## src/rtl/ram_write_arbiter.sv

```systemverilog
// Four-requester write arbiter feeding both write ports of a dual-port RAM.
// Round-robin search order; port 1 takes the next eligible requester whose
// address differs from the port-0 winner. All outputs are registered.
module ram_write_arbiter #(
    parameter int unsigned DATA_WIDTH = 16,
    parameter int unsigned ADDR_WIDTH = 8,
    localparam int unsigned NUM_REQ   = 4,
    localparam int unsigned CNT_W     = 16
) (
    input  logic                          Clock,
    input  logic                          Reset,
    input  logic [NUM_REQ-1:0]            iReqValid,
    input  logic [NUM_REQ*ADDR_WIDTH-1:0] iReqAddr,
    input  logic [NUM_REQ*DATA_WIDTH-1:0] iReqData,
    output logic [NUM_REQ-1:0]            oReqAck,
    output logic                          oWriteEnable0,
    output logic                          oWriteEnable1,
    output logic [ADDR_WIDTH-1:0]         oWriteAddress0,
    output logic [ADDR_WIDTH-1:0]         oWriteAddress1,
    output logic [DATA_WIDTH-1:0]         oDataIn0,
    output logic [DATA_WIDTH-1:0]         oDataIn1,
    output logic [CNT_W-1:0]              oWriteCount
);

    localparam int unsigned PTR_W = 2;

    logic [NUM_REQ-1:0]    ack_q, ack_d;
    logic                  we0_q, we0_d;
    logic                  we1_q, we1_d;
    logic [ADDR_WIDTH-1:0] addr0_q, addr0_d;
    logic [ADDR_WIDTH-1:0] addr1_q, addr1_d;
    logic [DATA_WIDTH-1:0] data0_q, data0_d;
    logic [DATA_WIDTH-1:0] data1_q, data1_d;
    logic [CNT_W-1:0]      count_q, count_d;
    logic [PTR_W-1:0]      ptr_q, ptr_d;

    logic [ADDR_WIDTH-1:0] req_addr [NUM_REQ];
    logic [DATA_WIDTH-1:0] req_data [NUM_REQ];
    logic [NUM_REQ-1:0]    eligible;
    logic                  g0_vld, g1_vld;
    logic [PTR_W-1:0]      g0_idx, g1_idx, last_pos, idx;

    // Unpack the flat request buses into per-requester words.
    always_comb begin
        for (int unsigned k = 0; k < NUM_REQ; k++) begin
            req_addr[k] = iReqAddr[k*ADDR_WIDTH +: ADDR_WIDTH];
            req_data[k] = iReqData[k*DATA_WIDTH +: DATA_WIDTH];
        end
    end

    // Pick port-0 and port-1 winners in round-robin order; requesters acked
    // this cycle sit out so a held request is not written twice.
    always_comb begin
        eligible = iReqValid & ~ack_q;
        g0_vld   = 1'b0;
        g1_vld   = 1'b0;
        g0_idx   = '0;
        g1_idx   = '0;
        last_pos = '0;
        idx      = '0;
        for (int unsigned i = 0; i < NUM_REQ; i++) begin
            idx = ptr_q + PTR_W'(i);
            if (eligible[idx]) begin
                if (!g0_vld) begin
                    g0_vld   = 1'b1;
                    g0_idx   = idx;
                    last_pos = PTR_W'(i);
                end else if (!g1_vld && (req_addr[idx] != req_addr[g0_idx])) begin
                    g1_vld   = 1'b1;
                    g1_idx   = idx;
                    last_pos = PTR_W'(i);
                end
            end
        end
    end

    // Next-state values for the registered outputs, pointer and counter.
    always_comb begin
        ack_d   = '0;
        we0_d   = g0_vld;
        we1_d   = g1_vld;
        addr0_d = addr0_q;
        addr1_d = addr1_q;
        data0_d = data0_q;
        data1_d = data1_q;
        ptr_d   = ptr_q;
        count_d = count_q + CNT_W'(g0_vld) + CNT_W'(g1_vld);
        if (g0_vld) begin
            ack_d[g0_idx] = 1'b1;
            addr0_d       = req_addr[g0_idx];
            data0_d       = req_data[g0_idx];
            ptr_d         = ptr_q + last_pos + PTR_W'(1);
        end
        if (g1_vld) begin
            ack_d[g1_idx] = 1'b1;
            addr1_d       = req_addr[g1_idx];
            data1_d       = req_data[g1_idx];
        end
    end

    // State registers with asynchronous active-low reset.
    always_ff @(posedge Clock or negedge Reset) begin
        if (!Reset) begin
            ack_q   <= '0;
            we0_q   <= 1'b0;
            we1_q   <= 1'b0;
            addr0_q <= '0;
            addr1_q <= '0;
            data0_q <= '0;
            data1_q <= '0;
            count_q <= '0;
            ptr_q   <= '0;
        end else begin
            ack_q   <= ack_d;
            we0_q   <= we0_d;
            we1_q   <= we1_d;
            addr0_q <= addr0_d;
            addr1_q <= addr1_d;
            data0_q <= data0_d;
            data1_q <= data1_d;
            count_q <= count_d;
            ptr_q   <= ptr_d;
        end
    end

    assign oReqAck        = ack_q;
    assign oWriteEnable0  = we0_q;
    assign oWriteEnable1  = we1_q;
    assign oWriteAddress0 = addr0_q;
    assign oWriteAddress1 = addr1_q;
    assign oDataIn0       = data0_q;
    assign oDataIn1       = data1_q;
    assign oWriteCount    = count_q;

endmodule
```

## config.mk

```make
export PLATFORM = sky130hd
export DESIGN_NAME = ram_write_arbiter
export DESIGN_NICKNAME = d
export VERILOG_FILES = /design/src/rtl/ram_write_arbiter.sv
export SDC_FILE = /design/constraint.sdc
export NUM_CORES = 1
export LEC_CHECK = 0
export BUFFER_PORTS_ARGS = -buffer_cell sky130_fd_sc_hd__buf_2
export CORE_UTILIZATION = 60
export CTS_BUF_LIST = sky130_fd_sc_hd__clkbuf_8
export DETAILED_ROUTE_END_ITERATION = 7
export GPL_TIMING_DRIVEN = 1
export PLACE_DENSITY = 0.86
export SLEW_MARGIN = 10
export SYNTH_ARGS = -nofsm -noshare
export SYNTH_HDL_FRONTEND = slang
export SYNTH_SLANG_ARGS = --single-unit
```

## constraint.sdc

```tcl
create_clock -name Clock -period 16.6 [get_ports Clock]
set_input_delay 3.32 -clock Clock [delete_from_list [all_inputs] [get_ports Clock]]
set_output_delay 3.32 -clock Clock [all_outputs]
set_load 0.05 [all_outputs]
```

==> metrics <==
Starting Density=62.5%; first-pass GRT wire length=31.1 mm; htree depth=3; die height=109 um; CP Max Fanout=35; Setup crit start kind=input pin; vias in the first global route=6,279; Post-Syn Area=0.00686 mm^2; r2r startpoint=ptr_q[1]; Clock Latency Late Sink=360 ps; Ys Warns=0; number of routed nets with antenna violations=0; most frequent cells in the layout=183 x nand2_1, 170 x buf_2, 70 x dfrtp_1; R2R Path End=oDataIn1[0]; Clock Sinks=72; clock slew seen by the registers of the worst setup and hold paths=70 ps; asr flop ratio synth=100%; router iterations before antenna repair=5; Yosys top cell area share=26.3%; fraction of layout cells with a size suffix above 1=31.4%; Die W=109 um; HP Class=reg -> reg; Worst-Margin Slew=1190 ps; crit share post-route=55.4%; Setup violations, final=0; largest net degree at the start of global routing=73; Tmin final=9200 ps; worst reg-to-reg setup slack=9780 ps; WHS Path Cells=1; cts hold-fix bufs=0; fin nets=1,022; Worst EP arrival=9480 ps; CTS tree=done; fmax=109 MHz; area grow syn2layout=15.5%; hold-critical path endpoint=oWriteAddress0[7]; area of the die=0.0119 mm^2; post-cts resize count=0; commonest non-fill, non-tap cell in the layout=nand2_1; Slew headroom=21.0%; clock buffer depth=2; Hold Violations, Final=0; initial antenna violation count=0; Post-CTS Setup Inserts=0; antenna cells=0; maxcap violations=0; Post-synth EDFFs=0; Hold Path Origin=oWriteAddress0[7]; GPL Wtd Cong=0.966; post-synthesis sequential area ratio=26.3%; ys flop type=dfrtp_1; crit end category=register; drt wl/cell=18.5 um; Post-DP HPWL=13.9 mm; R2R cell count=17; number of core rows=38; Worst EP required=16,880 ps; grt ovf=0; Unique masters post-synth=66; total number of vias=6,798; Remaining DRCs=0; Non-Filler Instances=1,061; Inst Count DP=1,045; ranking of synthesized cells by area=dfrtp_1 26%, mux4_2 12%, nand2_1 10%; RSZ-0062 raised after global routing=false; Syn Inst Count=798; core area=0.0110 mm^2; final WL=19.7 mm; I/O Buffers=171; GRT Total Usage=33.8%; Synth Register Bits=72; Slew Limit Fails=0; setup TNS=0 ps; CTS buffer count=9; DRT iter0 DRCs=809; Crit Path Class=in -> reg; vias per inst=6.41; fill count=850; status=finished clean; CTS root buffer=clkbuf_8; syn nets=904; post-synth top area cell=dfrtp_1; mean area per synthesized cell=8.60 um^2; # IOs=172; clk_skew=12.7 ps
-- kinds of logic (layout without fill, tap and decap cells) --
family / Yosys count / after routing / share of synthesized area (%)
multiplexers: 110 / 110 / 24.0
buffers and inverters: 89 / 212 / 5.76
AND/OR/NAND/NOR: 288 / 288 / 18.6
AO/OA/AOI/OAI: 198 / 198 / 19.8
XOR/XNOR: 37 / 37 / 4.72
flip-flops: 72 / 72 / 26.3
adder cells (fa/ha/maj): 4 / 4 / 0.839
-- per-layer routing --
| metal | track usage [%] | vias to the layer above | part of all wire (%) |
|---|---|---|---|
| met3 | 7.29 | 59 | 9.4 |
| met2 | 55.0 | 391 | 48 |
| met5 | 0 | - | 0 |
| li1 | - | 3145 | - |
| met1 | 42.9 | 3203 | 39 |
| met4 | 15.9 | 0 | 3.4 |
-- synthesized netlist by cell type (4+ instances only) --
| master | n |
|---|---|
| mux4_2 | 36 |
| xor2_1 | 13 |
| o21ai_2 | 5 |
| dfrtp_1 | 72 |
| mux2_4 | 17 |
| nor2b_1 | 4 |
| nand2_1 | 183 |
| a21oi_1 | 15 |
| nor2_1 | 23 |
| a221oi_1 | 20 |
| xnor2_1 | 24 |
| o21ai_0 | 64 |
| o2bb2ai_1 | 16 |
| o21ai_1 | 19 |
| clkbuf_1 | 42 |
| nand4_1 | 6 |
| a31oi_1 | 4 |
| inv_1 | 14 |
| nand3_1 | 29 |
| mux2i_1 | 48 |
| or3_1 | 5 |
| nand2b_1 | 9 |
| o22ai_1 | 4 |
| buf_2 | 14 |
| buf_1 | 11 |
| buf_6 | 4 |
| a22oi_1 | 21 |
| mux2_2 | 9 |
| nor3_1 | 10 |
| a211oi_1 | 5 |
-- metrics by stage --
step | area, um^2 | setup slack, ps | hold slack, ps | utilization [%]
finish | 7930 | 7400 | 473 | 72.2
global route | 7930 | 6890 | 503 | 72.2
CTS | 7920 | 7390 | 478 | 72.1
detailed placement | 7670 | 7010 | 461 | 69.8
global placement | 7670 | 7280 | 456 | 69.8
floorplan | 6860 | 8380 | 745 | -
-- worst max-delay path by stage --
stage | startpoint | end | slack, ps | cells past startpoint
after floorplan | iReqValid[2] | oWriteCount[14] | 8380 | 21
after global placement | iReqValid[1] | oDataIn1[3] | 7280 | 17
after detailed placement | iReqValid[1] | oDataIn1[11] | 7010 | 17
after CTS | iReqValid[1] | oDataIn1[11] | 7390 | 17
after global routing | iReqValid[1] | oDataIn1[12] | 6890 | 17
final | iReqValid[1] | oDataIn1[0] | 7400 | 17
-- worst max-delay path, cell delays in order --
cell and delay (ps):
buf_2 80, nor2b_1 540, a21oi_1 190, o21bai_1 400
ha_1 710, mux4_2 610, xnor2_1 230, nand4_1 170
o21ai_0 430, a21oi_2 250, a21oi_1 980, o22ai_1 310
o21ai_4 130, buf_4 510, mux2i_1 180, mux2_4 290
o21ai_2 100
-- layout make-up --
| type | instances | area (um^2) | area share (%) |
|---|---|---|---|
| Multi-Input combinational cell | 637 | 4710 | 59.5 |
| Sequential cell | 72 | 1800 | 22.8 |
| Timing Repair Buffer | 181 | 933 | 11.8 |
| Tap cell | 140 | 175 | 2.21 |
| Clock buffer | 9 | 124 | 1.56 |
| Clock inverter | 7 | 120 | 1.52 |
| Inverter | 15 | 56.3 | 0.710 |
-- state kept, by name, indices dropped and copies added, names as in the netlist --
signal	count
oWriteAddress1	8
oDataIn1	16
oWriteEnable0	1
oWriteEnable1	1
oWriteAddress0	8
oWriteCount	16
oReqAck	4
ptr_q	2
oDataIn0	16
Power is left out: the tool's default activity adds up to more than one toggle a clock period on the data nets, which glitch-free logic cannot reach.
